## src/rtl/instruction_loader_pkg.sv

```systemverilog
// Shared definitions for the run-time loadable instruction store.
package instruction_loader_pkg;

    localparam int DEPTH_DEFAULT  = 64;
    localparam int ADDR_W_DEFAULT = 6;

    // ARM "mov r0, r0", handy as a filler word when building images.
    localparam logic [31:0] NOP = 32'hE1A00000;

    typedef enum logic [1:0] {
        S_IDLE = 2'd0,
        S_LOAD = 2'd1,
        S_DONE = 2'd2
    } state_t;

endpackage

```

## src/rtl/instruction_loader_inst_ram.sv

```systemverilog
// DEPTH x 32 instruction RAM: one synchronous write port, asynchronous read,
// contents deliberately not reset so a reset never wipes a loaded program.
module instruction_loader_inst_ram
    import instruction_loader_pkg::*;
#(
    parameter int DEPTH  = DEPTH_DEFAULT,
    parameter int ADDR_W = ADDR_W_DEFAULT
) (
    input  logic              clk,
    input  logic              we,
    input  logic [ADDR_W-1:0] waddr,
    input  logic [31:0]       wdata,
    input  logic [ADDR_W-1:0] raddr,
    output logic [31:0]       rdata
);

    logic [31:0] mem [DEPTH];

    // Word write from the byte packer.
    always_ff @(posedge clk) begin
        if (we) begin
            mem[waddr] <= wdata;
        end
    end

    assign rdata = mem[raddr];

endmodule

```

## src/rtl/instruction_loader.sv

```systemverilog
// Byte-stream loader for the instruction RAM. Packs bytes little-endian into
// words written at consecutive addresses from 0, stalls the core while
// loading, and serves fetches as inst = mem[pc >> 2].
module instruction_loader
    import instruction_loader_pkg::*;
#(
    parameter int DEPTH  = DEPTH_DEFAULT,
    parameter int ADDR_W = ADDR_W_DEFAULT
) (
    input  logic            clk,
    input  logic            rst_n,
    input  logic [31:0]     pc,
    output logic [31:0]     inst,
    input  logic            load_start,
    input  logic            load_end,
    input  logic [7:0]      byte_in,
    input  logic            byte_valid,
    output logic            byte_ready,
    output logic            cpu_hold,
    output logic            load_done,
    output logic            load_err,
    output logic [ADDR_W:0] word_count
);

    localparam logic [ADDR_W:0] LAST_WORD = (ADDR_W + 1)'(DEPTH - 1);
    localparam logic [ADDR_W:0] WC_ONE    = (ADDR_W + 1)'(1);

    state_t      state;
    logic [1:0]  lane;
    logic [1:0]  lane_after;
    logic [31:0] shift;
    logic        accept;
    logic        word_we;
    logic [31:0] word_data;
    logic        pc_unused;

    // A restart pulse wins over a byte offered in the same cycle: that byte is dropped.
    assign accept     = (state == S_LOAD) && byte_ready && byte_valid && !load_start;
    assign word_we    = accept && (lane == 2'd3);
    assign word_data  = {byte_in, shift[23:0]};
    assign lane_after = accept ? lane + 2'd1 : lane;

    // Only the word index bits of pc select; the rest wrap.
    assign pc_unused  = ^{pc[31:ADDR_W+2], pc[1:0]};

    // Control FSM, byte packer and word counter with registered handshake outputs.
    always_ff @(posedge clk or negedge rst_n) begin
        if (!rst_n) begin
            state      <= S_IDLE;
            byte_ready <= 1'b0;
            cpu_hold   <= 1'b0;
            load_done  <= 1'b0;
            load_err   <= 1'b0;
            word_count <= '0;
            lane       <= '0;
            shift      <= '0;
        end else begin
            load_done <= 1'b0;
            case (state)
                S_IDLE: begin
                    if (load_start) begin
                        state      <= S_LOAD;
                        byte_ready <= 1'b1;
                        cpu_hold   <= 1'b1;
                        word_count <= '0;
                        lane       <= '0;
                        shift      <= '0;
                        load_err   <= 1'b0;
                    end
                end
                S_LOAD: begin
                    if (load_start) begin
                        word_count <= '0;
                        lane       <= '0;
                        shift      <= '0;
                        load_err   <= 1'b0;
                    end else begin
                        if (accept) begin
                            shift[{lane, 3'b000} +: 8] <= byte_in;
                            lane                       <= lane_after;
                        end
                        if (word_we) begin
                            word_count <= word_count + WC_ONE;
                        end
                        // The partial-word check sees the lane after this cycle's byte.
                        if ((word_we && (word_count == LAST_WORD)) || load_end) begin
                            state      <= S_DONE;
                            byte_ready <= 1'b0;
                            load_done  <= 1'b1;
                            if (lane_after != 2'd0) begin
                                load_err <= 1'b1;
                            end
                        end
                    end
                end
                S_DONE: begin
                    state      <= S_IDLE;
                    byte_ready <= 1'b0;
                    cpu_hold   <= 1'b0;
                end
                default: begin
                    state      <= S_IDLE;
                    byte_ready <= 1'b0;
                    cpu_hold   <= 1'b0;
                end
            endcase
        end
    end

    instruction_loader_inst_ram #(
        .DEPTH  (DEPTH),
        .ADDR_W (ADDR_W)
    ) u_ram (
        .clk   (clk),
        .we    (word_we),
        .waddr (word_count[ADDR_W-1:0]),
        .wdata (word_data),
        .raddr (pc[ADDR_W+1:2]),
        .rdata (inst)
    );

endmodule

```

## config.mk

```make
export PLATFORM = sky130hd
export DESIGN_NAME = instruction_loader
export DESIGN_NICKNAME = d
export VERILOG_FILES = /design/src/rtl/instruction_loader_pkg.sv /design/src/rtl/instruction_loader_inst_ram.sv /design/src/rtl/instruction_loader.sv
export SDC_FILE = /design/constraint.sdc
export NUM_CORES = 2
export LEC_CHECK = 0
export CORE_MARGIN = 2
export CORE_UTILIZATION = 35
export DETAILED_ROUTE_END_ITERATION = 6
export GPL_ROUTABILITY_DRIVEN = 0
export MAX_ROUTING_LAYER = met4
export PLACE_DENSITY = 0.46
export SYNTH_ARGS = -nofsm -noshare
export SYNTH_HDL_FRONTEND = slang
export SYNTH_HIERARCHICAL = 1
export SYNTH_SLANG_ARGS = --single-unit
```

## constraint.sdc

```tcl
create_clock -name clk -period 12.8 [get_ports clk]
set_input_delay 2.56 -clock clk [delete_from_list [all_inputs] [get_ports clk]]
set_output_delay 2.56 -clock clk [all_outputs]
set_load 0.005 [all_outputs]
```

* Word level (Yosys, flattened, before mapping)
Memory sizes are Yosys's and may differ from the RTL's.
Cells that the tools add are included.
** Storage, ports and cells
- Memories :: 1
- Word-level logic and storage cells :: 73
- Bits in registers :: 47
- Input port bits :: 45
- Output and inout port bits :: 43
- Bits in writable memories :: 2048
** Cells by class
- Equality and inequality tests :: 10
- Multiplexer cells :: 33
- Shift operators :: 2
- Bitwise operators :: 1
- Add/sub/neg operators :: 3
- Reduce and logical (&&, ||, !) cells :: 15
** Memory list
- u_ram.mem :: words 64, bits a word 32, rd ports 1, clocked after Yosys merged registers in 0, wr ports 1, line instruction_loader_inst_ram.sv:17 : logic [31:0] mem [DEPTH];
** Operators by type and width (number)
- 32-bit two-way mux :: 3
- 32-bit case mux with 2 select lines :: 1
- 32-bit bitwise mux :: 1
- 8-bit by 7-bit variable shift with 32-bit output, first input constant :: 1
- 8-bit by 7-bit indexed part select with 32-bit output :: 1
- 7-bit two-way mux :: 3
- 2-bit two-way mux :: 7
- 7-bit case mux with 2 select lines :: 1
- 1-bit two-way mux :: 12
- 3-bit AND reduction :: 3
- 2-bit case mux with 2 select lines :: 2
- 7-bit by 1-bit adder with 7-bit output, second input constant :: 1
- 7-bit by 6-bit == test with 1-bit output, second input constant :: 1
- 5-bit negator with 7-bit output :: 1
- 3-bit by 2-bit != test with 1-bit output, second input constant :: 2
- 3-bit != test, second input constant :: 2
- 1-bit case mux with 2 select lines :: 3
- 1-bit logical AND :: 5
- 2-bit != test, second input constant :: 2
- 4-bit AND reduction :: 1
- 2-bit nonzero test :: 2
- 2-bit by 1-bit adder with 2-bit output, second input constant :: 1
- 2-bit by 1-bit == test with 1-bit output, second input constant :: 1
- 2-bit == test, second input constant :: 1
- other kinds (6) :: 6

* Depth between registers and ports, before layout
- Depth after elaboration :: 10
- Depth in mapped cells :: 10

* Hierarchy
Netlist, hierarchy kept.
** By module, submodules not included
- instruction_loader_inst_ram :: times used 1, cells each 3292, area each 77874.7 µm², seq. area each 61499.0 µm²
- instruction_loader :: times used 1, cells each 164, area each 1819.2 µm², seq. area each 950.9 µm²

* Worst setup path after synthesis
Ideal clock, no wire load.
- Path type :: input -> output
- Start point :: input pc[3]
- End point :: output inst[13]
- Path slack :: 5929 ps
- Data arrival time :: 4311 ps
- Stages on the path :: 7
- Cell sequence :: buf_2 > clkbuf_1 > clkbuf_1 > mux4_2 > mux4_2 > o22ai_1 > nor2_1
** On the way
- Word-level cells in the longest chain between the ends :: 1
** RTL lines
- start, declared :: line instruction_loader.sv:12 : input logic [31:0] pc,
- memory 64 x 32 bit
- end, declared :: line instruction_loader.sv:13 : output logic [31:0] inst,
No other way between the ends.

* Worst setup path after layout
- Start point :: input pc[2]
- End point :: output inst[17]
Same word-level chain as after synthesis.

==> key figures <==
Clock tree
  – CTS Sinks: 2086
  – CTS buffer count: roughly 210
  – Clk root buf: clkbuf_16
  – CTS tree: built
  – Worst-path clk slew: 0.06 ns
  – Clock buffer depth: 3
  – Hold_buf cts: 0
  – Post-CTS Setup Bufs: 0
  – Clock latency on the worst-skew pair: between 0.8 and 0.9 ns
  – CTS resizes: 0
  – H-tree levels: 4

Place
  – IO buf count: 61
  – Placed Instances: 6483
  – Post-DP HPWL: 120 mm

GRT
  – Pin count of the biggest net entering global routing: between 100 and 150
  – Global-route wire length before repair: 310 mm
  – Antenna violations before repair: 11
  – Total grt overflow: 0
  – GRT Util Overall: ~20%
  – Vias in the first global route: 38700

Finish
  – FF+latch area: between 60000 and 70000 um^2
  – Layout Cells excl Fill: 6888
  – Most frequent cells in the layout: edfxtp_1, mux4_2, clkbuf_16, buf_4, mux2i_1
  – Area Overhead vs Synth: 14.7%
  – Multi-input logic area: around 17000 um^2
  – Commonest non-fill, non-tap cell in the layout: edfxtp_1
  – Fillers: approximately 20000
  – Final net count: 3740
  – Share of cells above drive strength 1: between 20 and 30%
  – Fin util: 40.3%

Synthesis
  – Post-synth top area share: roughly 77%
  – Sequential area share after synthesis: around four fifths
  – Synth area leader: edfxtp_1
  – Number of library cell types mapped by synthesis: 57
  – Post-synth EDFFs: between 2000 and 2500
  – Post-Synthesis Net Count: 3507
  – Top cells by area, synth: edfxtp_1, mux4_2, dfrtp_1, mux2i_1, nor2_1
  – Yosys Warn Count: 6
  – Ys async rst share: 1.82%
  – Register bit total from synthesis: ~2100
  – Syn Inst Count: approximately 3500
  – Synth Flop Type: edfxtp_1
  – Synthesized area per cell: 23.1 um^2
  – Post-synthesis instance area: 79700 um^2

Power
  – Pwr Total: around 14000 uW
  – LEAKAGE: ~0.028 uW
  – Maximum VDD drop: 0.000138 V
  – P per Cell Area: 154 nW/um^2

Worst setup path
  – WP data arrival: 6.52 ns
  – Max FO, Critical Path: 45
  – CP startpoint kind: primary input
  – CP Class: in -> out
  – Critical Path RT: ~10 ns
  – CP Capture Type: output port

Detailed routing
  – DRT Wirelength: ~220 mm
  – Number of nets still failing antenna checks after routing: 0
  – TritonRoute pass-1 iters: 5
  – DR vias: ~37000
  – Via-to-Cell Ratio: 5.40
  – WL/cell: between 30 and 40 um
  – Post-route DRC: 0
  – 1st-iter DRT viols: 3582

Floorplanning
  – Core area: 227000 um^2
  – Top Ports: 88
  – Die height: 481 um
  – Initial Util: 35.1%
  – Die area: 232000 um^2
  – Die W: 481 um
  – Row count: 175

STA
  – Peak Freq: 110 MHz
  – Worst Skew: 0.0297 ns
  – RSZ-0062 raised after global routing: no
  – Fin crit period: 9.08 ns
  – Finish-stage setup viols: 0
  – Setup TNS: 0 ns
  – Worst slew pin tran: 1.04 ns
  – Final Hold Vio Count: 0
  – Worst rel slew slack: between 30% and 40%
  – Final Cycle Share: 70.9%
  – Pins Over Slew Limit: 0

Flow run
  – Reported max-cap violation count: 0

Worst hold path
  – HP Class: reg -> reg

Outcome
  – Outcome: completed
cells in the mapped netlist (5+ instances only):
cell / instances
edfxtp_1: 2048
mux4_2: 544
nor2_1: 146
mux2i_1: 94
o22ai_1: 84
clkbuf_1: 76
a21oi_1: 63
buf_2: 62
nand2_1: 50
dfrtp_1: 38
buf_4: 27
o221ai_1: 27
buf_1: 21
nor2b_1: 17
a22o_1: 16
a22oi_1: 13
nand2b_1: 11
a311oi_1: 8
nor3_1: 8
o21ai_0: 8
nand3_1: 7
buf_6: 6
ha_1: 6
a31oi_1: 5
nand3b_1: 5
xnor2_1: 5
per-layer routing:
metal	global-route usage (%)	wire (um)	share of wire, %
met3	4.06	13400	6.0
met2	31.2	108000	48
met5	-	0	0
met1	26.3	95400	43
met4	6.07	6850	3.1
state kept, by name (all words and copies together) (netlist names):
| register | flops |
|---|---|
| u_ram/mem | 2048 |
| shift | 24 |
| word_count | 7 |
| lane | 2 |
| state | 2 |
| cpu_hold | 1 |
| load_done | 1 |
| load_err | 1 |
critical path, cell delays in order:
cell             delay [ns]
buf_8                  0.47
buf_4                  0.68
buf_4                  0.60
mux4_2                 0.56
mux2i_1                0.20
nor2_1                 0.06
a311oi_1               0.57
nor3_1                 0.16
clkdlybuf4s50_1        0.48
cell type report:
cell class | instances | area share (%)
antenna | 11 | 0.0301
clock buffer | 298 | 6.39
clock inverter | 96 | 0.837
inverter | 3 | 0.0123
multi-input combinational | 1175 | 18.3
sequential | 2086 | 68.3
tap | 3009 | 4.12
timing repair buffer | 210 | 1.94
where the power goes:
part	internal, uW	leakage [uW]	switching (uW)
combinational	227	0.00587	378
sequential	7460	0.0189	14.7
clock	3390	0.00322	2580
total	11100	0.0279	2970
cells by family (layout without fill, tap and decap cells):
kind of cell / count (synthesis) / count (layout) / share of synthesized area, %
other: 0 / 11 / 0
adder cells (fa/ha/maj): 6 / 6 / 0.0942
buffers and inverters: 195 / 607 / 1.20
XOR/XNOR: 6 / 6 / 0.0659
AND/OR/NAND/NOR: 282 / 282 / 1.70
AO/OA/AOI/OAI: 243 / 243 / 2.02
multiplexers: 638 / 638 / 16.6
flip-flops: 2086 / 2086 / 78.4
path summary, 6_finish.rpt:
path | slack [ns] | cells after the start | end | startpoint
setup / recovery | 3.72 | 9 | inst[17] | pc[2]
hold / removal | 0.53 | 2 | cpu_hold | cpu_hold
setup reg to reg | 8.45 | 6 | u_ram/mem[14][2] | state[0]
hold reg to reg | 0.53 | 2 | cpu_hold | cpu_hold
max in group asynchronous | 10.21 | 1 | shift[14] | rst_n
min in group asynchronous | 1.88 | 1 | cpu_hold | rst_n
per-stage QoR:
stage | worst slack [ns] | area [um^2] | hold WS [ns]
CTS | 3.64 | 91400 | 0.527
floorplan | 5.93 | 79700 | 0.486
finish | 3.72 | 91400 | 0.527
global placement | 3.63 | 84800 | 0.496
global route | 3.46 | 91400 | 0.539
detailed placement | 3.64 | 84800 | 0.514
Power figures use the tool's default switching activity.
